### config.mk
export PLATFORM = sky130hd
export DESIGN_NAME = pc_run_controller
export DESIGN_NICKNAME = d
export VERILOG_FILES = /design/src/rtl/pc_run_controller.sv
export SDC_FILE = /design/constraint.sdc
export NUM_CORES = 1
export LEC_CHECK = 0
export ABC_CLOCK_PERIOD_IN_PS = 4100
export CORE_MARGIN = 8
export CORE_UTILIZATION = 43
export CTS_CLUSTER_DIAMETER = 120
export DETAILED_ROUTE_END_ITERATION = 8
export DONT_BUFFER_PORTS = 1
export GPL_TIMING_DRIVEN = 0
export SKIP_LAST_GASP = 1
export SYNTH_ARGS = -nofsm -noshare
export SYNTH_HDL_FRONTEND = slang
export SYNTH_SLANG_ARGS = --single-unit
### constraint.sdc
create_clock -name clk -period 4.1 [get_ports clk]
set_input_delay 0.41 -clock clk [delete_from_list [all_inputs] [get_ports clk]]
set_output_delay 0.41 -clock clk [all_outputs]
set_load 0.05 [all_outputs]
### src/rtl/pc_run_controller.sv
// -----------------------------------------------------------------------------
// pc_run_controller
//
// Run/halt/single-step sequencer for the program counter of the single-cycle
// CPU. It turns the clock-divider tick into pc_clock_enable pulses, honours
// the debounced run/step/halt buttons, stops on a PC breakpoint or on a halt
// instruction, and counts the enables it has issued.
//
// Ports:
//   clk              system clock, rising edge
//   rst_n            asynchronous active-low reset
//   tick             one-cycle step-rate pulse from the clock divider
//   btn_run          debounced level, rising edge requests RUN
//   btn_step         debounced level, rising edge requests one instruction
//   btn_halt         debounced level, rising edge requests HALT
//   halt_instr       decoder flag: current instruction is a halt/syscall
//   bp_enable        breakpoint armed
//   bp_addr          breakpoint PC value
//   pc               current PC from the program counter
//   pc_clock_enable  advance strobe to the PC
//   state            0=HALT, 1=RUN, 2=STEP, 3=BREAK (also the debug view)
//   bp_hit           sticky: stopped at a breakpoint
//   instr_count      number of issued pc_clock_enable pulses (saturating)
//
// Handshake: pc_clock_enable is a single-cycle strobe with no back-pressure.
// The PC advances on every rising edge where it is 1; there is no ready.
// -----------------------------------------------------------------------------
module pc_run_controller #(
   parameter int ADDR_WIDTH   = 32,
   parameter int CNT_WIDTH    = 32,
   parameter bit RUN_ON_RESET = 1'b0
) (
   input  logic                  clk,
   input  logic                  rst_n,
   input  logic                  tick,
   input  logic                  btn_run,
   input  logic                  btn_step,
   input  logic                  btn_halt,
   input  logic                  halt_instr,
   input  logic                  bp_enable,
   input  logic [ADDR_WIDTH-1:0] bp_addr,
   input  logic [ADDR_WIDTH-1:0] pc,
   output logic                  pc_clock_enable,
   output logic [1:0]            state,
   output logic                  bp_hit,
   output logic [CNT_WIDTH-1:0]  instr_count
);

   localparam logic [1:0] ST_HALT  = 2'd0;
   localparam logic [1:0] ST_RUN   = 2'd1;
   localparam logic [1:0] ST_STEP  = 2'd2;
   localparam logic [1:0] ST_BREAK = 2'd3;

   localparam logic [1:0] ST_RESET = RUN_ON_RESET ? ST_RUN : ST_HALT;

   localparam logic [CNT_WIDTH-1:0] CNT_ONE = {{(CNT_WIDTH-1){1'b0}}, 1'b1};

   logic [1:0]           state_q, state_d;
   logic                 bp_hit_q, bp_hit_d;
   logic                 skip_bp_q, skip_bp_d;
   logic [CNT_WIDTH-1:0] cnt_q;
   logic                 run_q, step_q, halt_q;

   logic run_press, step_press, halt_press;
   logic bp_block, block, active;

   // One registered copy per button; a held level yields a single press.
   assign run_press  = btn_run  & ~run_q;
   assign step_press = btn_step & ~step_q;
   assign halt_press = btn_halt & ~halt_q;

   // skip_bp lets the instruction sitting on the breakpoint execute once
   // after a resume; it is cleared by the first enable that goes out.
   assign bp_block = bp_enable & (pc == bp_addr) & ~skip_bp_q;
   assign block    = bp_block | halt_instr;
   assign active   = (state_q == ST_RUN) | (state_q == ST_STEP);

   // Gated by rst_n so a RUN reset state cannot leak an enable during reset.
   assign pc_clock_enable = rst_n & tick & active & ~block;

   always_comb begin
      state_d   = state_q;
      bp_hit_d  = bp_hit_q;
      skip_bp_d = skip_bp_q;

      if (pc_clock_enable) begin
         skip_bp_d = 1'b0;
      end

      case (state_q)
         ST_HALT, ST_BREAK: begin
            // Halt outranks step outranks run; a halt press here is a no-op.
            if (halt_press) begin
               state_d = state_q;
            end else if (step_press) begin
               state_d   = ST_STEP;
               skip_bp_d = 1'b1;
               bp_hit_d  = 1'b0;
            end else if (run_press) begin
               state_d   = ST_RUN;
               skip_bp_d = 1'b1;
               bp_hit_d  = 1'b0;
            end
         end
         ST_RUN: begin
            // A step press while running is ignored.
            if (halt_press) begin
               state_d = ST_HALT;
            end else if (tick && bp_block) begin
               state_d  = ST_BREAK;
               bp_hit_d = 1'b1;
            end else if (tick && halt_instr) begin
               state_d = ST_HALT;
            end
         end
         ST_STEP: begin
            // Any tick ends the step, whether or not it issued an enable.
            if (halt_press || tick) begin
               state_d = ST_HALT;
            end
         end
         default: begin
            state_d = ST_HALT;
         end
      endcase
   end

   always_ff @(posedge clk or negedge rst_n) begin
      if (!rst_n) begin
         state_q   <= ST_RESET;
         bp_hit_q  <= 1'b0;
         skip_bp_q <= 1'b1;
         cnt_q     <= '0;
         run_q     <= 1'b0;
         step_q    <= 1'b0;
         halt_q    <= 1'b0;
      end else begin
         state_q   <= state_d;
         bp_hit_q  <= bp_hit_d;
         skip_bp_q <= skip_bp_d;
         run_q     <= btn_run;
         step_q    <= btn_step;
         halt_q    <= btn_halt;
         // Saturating count: holds at all-ones instead of wrapping.
         if (pc_clock_enable && (cnt_q != '1)) begin
            cnt_q <= cnt_q + CNT_ONE;
         end
      end
   end

   assign state       = state_q;
   assign bp_hit      = bp_hit_q;
   assign instr_count = cnt_q;

endmodule

==> results of run 1 <==
[final timing paths]
path,to,depth (start not counted)
worst min-delay path,step_q,0
min in group asynchronous,instr_count[10],2
max in group asynchronous,skip_bp_q,2
worst min register to register,skip_bp_q,2
worst max-delay path,pc_clock_enable,6
worst max register to register,skip_bp_q,7
[critical path, stage by stage, from the launching register on]
cell and delay (ps):
dfrtp_1 690, inv_1 90, ha_1 400, nand3b_4 240
nand2b_1 160, buf_2 190, nor2_1 760
[registers in the layout, indices dropped and copies added, names as in the netlist]
signal	cells
step_q	1
run_q	1
bp_hit	1
instr_count	32
halt_q	1
state	2
skip_bp_q	1
[kinds of logic after synthesis]
kind of cell | Yosys count | synth area share, %
compound gates | 10 | 2.677
flops | 39 | 37.33
buf+inv | 17 | 3.776
xor+xnor | 62 | 20.75
fa+ha+maj | 3 | 1.434
mux | 3 | 1.386
simple gates | 129 | 32.65
[where the power goes]
group          switching [mW]  internal (mW)
Combinational           0.145          0.130
Clock                   0.127          0.119
Sequential              0.162          0.424
[stage by stage]
step	worst slack, ps	std cells
finish	883.9	348
CTS	834.8	348
floorplan	1375	263
global route	707.7	348
detailed placement	1152	338
global placement	1171	338
[metal layers]
layer / global-route usage (%) / vias to the layer above
met1: 17.09 / 958
li1: - / 954
met2: 25.20 / 79
met4: 4.491 / 0
met3: 6.075 / 8
met5: 0 / -
[synthesized netlist by cell type, types with 2 or more instances]
master	count	area share, %
a21oi_1	2	0.38
a41oi_1	2	0.67
and3_1	2	0.48
and4_1	3	1.0
buf_6	4	1.7
dfrtp_1	38	36
ha_1	3	1.4
inv_1	11	1.6
nand2_1	11	1.6
nand2_2	2	0.48
nand2b_1	3	0.72
nand3_1	18	3.4
nand4_1	24	5.7
nor2_1	17	2.4
nor2b_1	2	0.48
nor3_1	14	2.7
nor3_2	2	0.76
nor3b_1	3	0.86
nor4_1	4	0.96
nor4_2	8	3.8
o21ai_0	2	0.38
or2_2	2	0.48
xnor2_1	36	12
xor2_1	26	8.7
[cell type report]
| cell class | count | share of cell area, % |
|---|---|---|
| multi-input cells | 207 | 54.61 |
| clock buffers | 7 | 2.704 |
| clock inverters | 1 | 0.1773 |
| inverters | 11 | 1.463 |
| repair buffers | 2 | 1.064 |
| flip-flops and latches | 39 | 34.62 |
| well taps | 75 | 3.324 |
| plain buffers | 6 | 2.039 |
==> results.md, run 1 <==
- Number of buffers added on ports: 0
- Drt first pass iters: 4
- Met3 routed WL: 591 um
- Shortest period the worst path allows: 3216 ps
- YS warnings: 0
- CTS tree: done
- Initial core utilization: 44.21%
- Most common cell after layout, fill and taps aside: dfrtp_1
- Number of hold buffers added after cts: 2
- Wire per inst: 18.60 um
- Max Used Layer: met4
- Max IR drop VDD: 313.5 uV
- Die ar.: 0.008840 mm^2
- Overall Power: 1.107 mW
- CTS Buf Count: 5
- Initial antenna violation count: 0
- Final core occ: 47.68%
- WL met2: 3.166 mm
- Post-CTS Setup Inserts: 0
- Fraction of registers with async set/reset: 100.0%
- Setup crit end kind: output port
- Die span in y: 94.02 um
- Gp weighted congestion: 0.7365
- CTS max path bufs: 2
- CP Launch Type: flop
- Post-Syn Nets: 338
- DIE WIDTH: 94.02 um
- Antenna-violating nets left: 0
- Cell variety after synth: 48
- Setup TNS: 0 ps
- Post-synth EDFFs: 0
- RR Startpoint: state[0]
- Hold Fails Final Rpt: 0
- Total track usage: 15.04%
- Max cap viols: 0
- Post-synthesis register bit count: 39
- N_diodes: 0
- Final count of negative-setup-slack endpoints: 0
- Grt total ovfl: 0
- Post-synthesis sequential area ratio: 37.33%
- Min-delay src: btn_step
- Violation count after the first detailed-route iteration: 47
- Sequential Area: 977.2 um^2
- Layout Nets: 347
- CTS H-tree depth: 2
- Cell Rows: 28
- Leak Pwr: 1.232 nW
- CTS Sinks: 39
- Pin count of the biggest net entering global routing: 40
- Syn avg cell area: 9.953 um^2
- Crit path kind: flop to output port
- Area Overhead vs Synth: 7.840%
- Vias in the first global route: 2139
- DR vias: 1999
- Root Driver: clkbuf_8
- Fin area: 0.002823 mm^2
- Type of the most critical hold path: input pin to flop
- Ys flop type: dfrtp_1
- PwrDens: 392.3 mW/mm^2
- Vias per inst: 5.744
- Ratio of cells with drive above 1 in the final layout: 14.29%
- Critical path required time: 3690 ps
- Crit path from: state[0]
- CP Max Fanout: 8
- Post-Syn Instances: 263
- Fin. max-slew vios: 0
- Multi-input logic area: 0.001541 mm^2
- Filler cells: 547
- Post_cts resized: 0
- Final Cycle Share: 78.44%
- Routed length on met1: 2.630 mm
- Fmax: 310.9 MHz
- Final hold slack: 150.5 ps
- Final WL: 6.473 mm
- Critical path arrival: 2810 ps
- Reg clk slew, reported paths: 70 ps
- RSZ-0062 raised after global routing: false
- I/O pin count: 108
- Clk Latency, worst-skew pair: 290 ps
- Layout Skew: 11.51 ps
- Placed Area: 0.002711 mm^2
- Slew @ Worst Pin: 958.5 ps
- Drt drc: 0
- First-pass GRT wire length: 10.57 mm
- Commonest cells after routing, fill and taps aside: dfrtp_1, xnor2_1, xor2_1
- DPL Wire Length: 5.104 mm
- Total core area: 0.005921 mm^2
- Max-slew headroom: 35.86%
- Mapped Area: 0.002618 mm^2
- Setup slack, reg-to-reg: 1300 ps
- Status: completed
Power figures use the tool's default switching activity.
==> run 2: changes to the inputs <==
Settings changed: ABC_CLOCK_PERIOD_IN_PS 4100 to 2600.
Clock period 4.1 ns to 2.6 ns, I/O delays scaled along.
==> run 2 against run 1 <==
Net effect:
- clock skew barely moved
- worst setup slack got worse by 760 ps
- sequential power rose by 58%
- first-iteration DRC count rose by 4.3%
- wire length barely moved
- power rose by 59%
- via count rose by 0.85%
- clock-buffer cell count did not move
- critical path depth did not move
- clock power rose by 58%
- critical path type unchanged
- critical endpoint unchanged
- largest power group unchanged
- highest routed layer unchanged
==> results.md, run 2 (synthesized netlist as in run 1, its figures left out) <==
- Clk Latency, worst-skew pair: 290 ps (about the same)
- Gp weighted congestion: 0.7365 (unchanged)
- Total core area: 0.005921 mm^2 (unchanged)
- First-pass GRT wire length: 10.65 mm (+0.79%)
- Die ar.: 0.008840 mm^2 (unchanged)
- RSZ-0062 raised after global routing: false
- I/O pin count: 108 (unchanged)
- CTS Sinks: 39 (unchanged)
- Vias in the first global route: 2161 (+1.0%)
- Drt first pass iters: 4 (unchanged)
- CP Max Fanout: 8 (unchanged)
- Root Driver: clkbuf_8
- Area Overhead vs Synth: 9.369%
- Max IR drop VDD: 506.3 uV (+61%)
- Fin. max-slew vios: 0 (unchanged)
- Commonest cells after routing, fill and taps aside: xnor2_1, dfrtp_1, xor2_1
- Max-slew headroom: 58.03% (+22 points)
- Critical path required time: 2340 ps (-1350 ps)
- CTS tree: done
- Fmax: 404.4 MHz
- Critical path arrival: 2210 ps (-600 ps)
- CTS max path bufs: 2 (unchanged)
- Slew @ Worst Pin: 629.5 ps (-329.0 ps)
- Setup TNS: 0 ps (unchanged)
- Type of the most critical hold path: input pin to flop
- Dpl cells: 338 (unchanged)
- RR Startpoint: state[0]
- PwrDens: 613.6 mW/mm^2 (+56%)
- Layout Skew: 11.51 ps (+0.003200 ps)
- CTS H-tree depth: 2 (unchanged)
- Placed Area: 0.002711 mm^2 (unchanged)
- Layout Nets: 350 (+0.86%)
- Post-Layout Cell Count: 351 (+0.86%)
- CP Launch Type: flop
- CTS Buf Count: 5 (unchanged)
- Setup crit end kind: output port
- Pin count of the biggest net entering global routing: 40 (unchanged)
- Crit path kind: flop to output port
- Wire per inst: 18.45 um (-0.79%)
- DR vias: 2016 (+0.85%)
- Reg clk slew, reported paths: 70 ps (about the same)
- Initial core utilization: 44.21% (unchanged)
- Max cap viols: 0 (unchanged)
- Leak Pwr: 1.244 nW (+0.96%)
- Grt total ovfl: 0 (unchanged)
- Hold Fails Final Rpt: 0 (unchanged)
- Total track usage: 15.14% (+0.10 points)
- Status: completed
- Number of buffers added on ports: 0 (unchanged)
- Crit path from: state[0]
- Violation count after the first detailed-route iteration: 49 (+4.3%)
- Crit-path max cell delay: 550 ps (-210 ps)
- Die span in y: 94.02 um (unchanged)
- Drt drc: 0 (unchanged)
- Min-delay src: tick
- Antenna-violating nets left: 0 (unchanged)
- Final Cycle Share: 95.11%
- Max reg flops: 32 (unchanged)
- Hold path cells: 2 (+2)
- Crit-path slowest cell: dfrtp_2
- Final WL: 6.477 mm (about the same)
- Crit-path cells: inv_1, ha_1, nand3b_4, nand2b_1, buf_2, nor2_4
- Cell Rows: 28 (unchanged)
- DIE WIDTH: 94.02 um (unchanged)
- Shortest period the worst path allows: 2473 ps
- R2r worst-path depth: 9 (+2)
- Final count of negative-setup-slack endpoints: 0 (unchanged)
- DPL Wire Length: 5.104 mm (unchanged)
- Vias per inst: 5.744 (about the same)
- Fin area: 0.002863 mm^2 (+1.4%)
- Ratio of cells with drive above 1 in the final layout: 15.22% (+0.93 points)
- N_diodes: 0 (unchanged)
- Initial antenna violation count: 0 (unchanged)
## run 2: area by class of cell
cell class	instances	area, um^2
repair buffers	5	60.06
clock buffers	7	76.32
fillers	546	3058
inverters	11	41.29
multi-input cells	207	1549
plain buffers	6	57.56
flip-flops and latches	39	979.7
clock inverters	1	5.005
well taps	75	93.84
## run 2: path summary, 6_finish.rpt
check,end,slack [ps]
min,bp_hit,210
max in group asynchronous,skip_bp_q,1910
max reg2reg,instr_count[16],250
max,pc_clock_enable,130
min in group asynchronous,instr_count[10],420
min reg2reg,skip_bp_q,540
## run 2: what timing repair did
item,in CTS,in global routing
pin swaps,0,1
endpoints found under the hold margin,42,0
buffers inserted,0,0
gates resized for setup,4,0
setup endpoints to repair,2,1
hold buffers,5,0
## run 2: critical path, delay by kind of cell (launching register included)
family / cells / cell delay [ps]
and+or+nand+nor: 3 / 710
buffers and inverters: 2 / 280
DFF: 1 / 550
adders and majority gates: 1 / 390
## run 2: metal layers
metal / track usage, % / share of wire, % / vias up
li1: - / - / 961
met1: 16.99 / 40 / 968
met2: 25.55 / 49 / 79
met3: 6.235 / 9.3 / 8
met4: 4.491 / 1.3 / 0
met5: 0 / 0 / -
## run 2: where the power goes
group	switching, mW	internal [mW]	total (mW)
registers	0.256	0.673	0.928
logic	0.229	0.209	0.438
clock network	0.202	0.188	0.390
total	0.687	1.07	1.76
## run 2: per-stage QoR
| stage | hold slack (ps) | setup slack [ps] | utilization (%) | total power, mW |
|---|---|---|---|---|
| floorplan | -35.59 | 20.40 | - | 1.269 |
| global placement | -34.38 | -201.4 | 45.79 | 1.346 |
| detailed placement | -34.31 | -259.5 | 45.79 | 1.356 |
| CTS | 200.4 | 74.15 | 48.35 | 1.778 |
| global route | 197.5 | 0.8207 | 48.35 | 1.879 |
| finish | 211.3 | 127.3 | 48.35 | 1.757 |
==> run 3: changes to the inputs <==
Settings changed: ABC_AREA set to 1.
==> run 3 against run 2 <==
Net effect:
- worst setup slack improved by 75 ps
- maximum frequency rose by 3.1%
- register-to-register slack is essentially flat
- first-iteration DRC count grew to 3.2 times the previous value
- design area up 30%
- wire length rose by 50%
- critical path depth fell by 2
- sequential cell count is the same
- clock-buffer cell count unchanged
- core utilization fell by 0.068 points
- non-clock buffer count unchanged
==> results.md, run 3 <==
- Status: completed
- Most common cell in the netlist: nand2_1
- YS warnings: 0 (unchanged)
- Crit path kind: flop to output port
- N_diodes: 0 (unchanged)
- Hold Path Sink: bp_hit
- Die ar.: 0.01111 mm^2 (+26%)
- Post-Syn Nets: 632 (+87%)
- Post-synthesis sequential area ratio: 28.44% (-8.9 points)
- Area Overhead vs Synth: 8.594%
- Post-Syn Instances: 557 (+110%)
- Setup crit end kind: output port
- Grt total ovfl: 0 (unchanged)
- Die span in y: 105.4 um (+12%)
- Antenna-violating nets left: 0 (unchanged)
- Violation count after the first detailed-route iteration: 156 (+220%)
- Shortest period the worst path allows: 2398 ps (-75.16 ps)
- Clk Latency, worst-skew pair: 300 ps (about the same)
- Post-synthesis register bit count: 39 (unchanged)
- Cell family with most CP delay: flip-flops
- Clk pwr share: 26.7% (+4.5 points)
- Final count of negative-setup-slack endpoints: 0 (unchanged)
- Max reg flops: 32 (unchanged)
- RSZ-0062 raised after global routing: false
- Crit-path slowest cell: dfrtp_1
- Number of buffers added on ports: 0 (unchanged)
- Vias per inst: 4.894 (-15%)
- Syn avg cell area: 6.168 um^2 (-38%)
- CTS tree: done
- Post-synth top area share: 27.68% (-8.7 points)
- DR vias: 3289 (+63%)
- R2r worst-path depth: 8 (-1)
- CTS Buf Count: 5 (unchanged)
- Mapped Area: 0.003436 mm^2 (+31%)
- Root Driver: clkbuf_8
- Final WL: 9.710 mm (+50%)
- Fin. max-slew vios: 0 (unchanged)
- Type of the most critical hold path: input pin to flop
- Hold path cells: 4 (+2)
- Most common cell after layout, fill and taps aside: nand2_1
- Crit-path cells: ha_1, nor2_1, nand2_1, inv_1
- Gp weighted congestion: 0.8509 (+16%)
- DPL Wire Length: 8.064 mm (+58%)
- Initial antenna violation count: 0 (unchanged)
- Total core area: 0.007727 mm^2 (+31%)
- Setup slack, reg-to-reg: 260 ps (about the same)
- Layout Skew: 5.279 ps (-6.235 ps)
- Reg power frac: 47.6% (-5.2 points)
- Layout Nets: 644 (+84%)
- Fraction of registers with async set/reset: 100.0% (unchanged)
- Vias in the first global route: 3263 (+51%)
- Switching share of power: 39.19% (+0.080 points)
- Final Cycle Share: 92.22% (-2.9 points)
- Ys flop type: dfrtp_1
- Drt first pass iters: 4 (unchanged)
- Total track usage: 17.57% (+2.4 points)
- Commonest cells after routing, fill and taps aside: nand2_1, inv_1, nor2_1
- Fmax: 417.1 MHz (+3.1%)
- Leak Pwr: 1.812 nW (+46%)
- RR Endpoint: instr_count[14]
- RR Startpoint: instr_count[0]
- Cell Rows: 32 (+14%)
- Max-slew headroom: 56.33% (-1.7 points)
- CP Launch Type: flop
- CP Max Fanout: 6 (-2)
- First-pass GRT wire length: 16.09 mm (+51%)
- Setup TNS: 0 ps (unchanged)
- Post-synth EDFFs: 0 (unchanged)
- Post-CTS Setup Inserts: 0 (unchanged)
- Critical path required time: 2340 ps (about the same)
- Internal Power: 1.066 mW (-0.32%)
- PwrDens: 470.0 mW/mm^2 (-23%)
- Reg clk slew, reported paths: 80 ps (about the same)
- Final core occ: 48.28% (-0.068 points)
- Ratio of cells with drive above 1 in the final layout: 8.772% (-6.4 points)
- Cell variety after synth: 29 (-40%)
- I/O pin count: 108 (unchanged)
- Max cap viols: 0 (unchanged)
- CTS max path bufs: 2 (unchanged)
- Filler cells: 822 (+51%)
- Top cells by area, synth: dfrtp_1, nand2_1, inv_1
- List of most frequent post-synthesis cells: nand2_1, inv_1, nor2_1, dfrtp_1, o21ai_2
- Critical path arrival: 2140 ps (-70 ps)
- Crit-path max cell delay: 680 ps (+130 ps)
- Slew @ Worst Pin: 655.1 ps (+25.56 ps)
- Pin count of the biggest net entering global routing: 40 (unchanged)
- Psw: 0.6872 mW (about the same)
- CTS Sinks: 39 (unchanged)
- Largest area contributor in the netlist: dfrtp_1
- Comb pwr share: 25.7% (+0.8 points)
- Min-delay src: tick
- Max IR drop VDD: 324.0 uV (-36%)
- Hold Fails Final Rpt: 0 (unchanged)
- Wire per inst: 14.45 um (-22%)
- Initial core utilization: 44.46% (+0.25 points)
- WP buf/inv: 1 (-1)
- DIE WIDTH: 105.4 um (+12%)
- CTS H-tree depth: 2 (unchanged)
- Drt drc: 0 (unchanged)
run 3: kinds of logic (layout without fill, tap and decap cells):
kind of cell / after synthesis / after routing / synth area share, %
flip-flops: 39 / 39 / 28.44
AND/OR/NAND/NOR: 322 / 322 / 38.75
XOR/XNOR: 37 / 37 / 9.432
buffers and inverters: 113 / 126 / 13.66
adder cells (fa/ha/maj): 3 / 3 / 1.093
AO/OA/AOI/OAI: 43 / 43 / 8.631
run 3: worst max-delay path by stage:
stage | endpoint | startpoint | slack, ps | depth (start not counted)
after floorplan | instr_count[30] | instr_count[0] | 550 | 10
after global placement | instr_count[30] | instr_count[0] | 30 | 10
after detailed placement | instr_count[14] | instr_count[0] | 60 | 8
after CTS | instr_count[14] | instr_count[0] | 50 | 8
after global routing | instr_count[14] | instr_count[0] | 50 | 8
final | pc_clock_enable | state[1] | 200 | 4
run 3: layout make-up:
class / instances / area, um^2 / area share, %
buffer: 6 / 67.56 / 1.811
clock buffer: 7 / 96.34 / 2.582
clock inverter: 1 / 7.507 / 0.2012
inverter: 107 / 401.6 / 10.76
multi-input combinational: 405 / 1989 / 53.32
sequential: 39 / 980.9 / 26.29
tap: 102 / 127.6 / 3.421
timing repair buffer: 5 / 60.06 / 1.610
run 3: timing repair:
| action | in CTS | in global routing |
|---|---|---|
| hold buffers | 5 | 0 |
| endpoints found under the hold margin | 42 | 0 |
| gates resized for setup | 0 | 3 |
| endpoints found under the setup margin | 0 | 4 |
run 3: power by group through the flow:
stage | Clock (mW) | Combinational [mW] | Sequential [mW]
2_1_floorplan | 0 | 0.356 | 0.822
3_3_place_gp | 0 | 0.421 | 0.843
3_5_place_dp | 0 | 0.430 | 0.844
4_1_cts | 0.483 | 0.456 | 0.830
5_1_grt | 0.503 | 0.522 | 0.844
6_report | 0.468 | 0.451 | 0.835
run 3: worst reg2reg max path, cell delays in order, from the launching register on:
cell and delay [ps]:
dfrtp_2 610, ha_1 320, inv_1 90, nor2_1 240, inv_1 130, nor3_1 460, xor2_1 200, inv_1 50
o21ai_0 160
run 3: layer usage:
| metal | track usage [%] | vias to the layer above | wire (um) |
|---|---|---|---|
| met5 | 0 | - | 0 |
| met4 | 4.281 | 0 | 130 |
| met3 | 6.151 | 11 | 893 |
| met2 | 30.13 | 96 | 4686 |
| met1 | 20.41 | 1479 | 3999 |
| li1 | - | 1703 | - |
run 3: through the flow:
step	worst slack, ps	instance area (um^2)	cells	power, mW	hold WS, ps
detailed placement	61.69	3563	659	1.274	-32.71
CTS	46.23	3727	672	1.769	205.8
floorplan	546.8	3436	557	1.178	-35.59
finish	202.4	3731	672	1.753	211.0
global placement	27.39	3563	659	1.265	-31.99
global route	46.59	3731	672	1.868	251.0
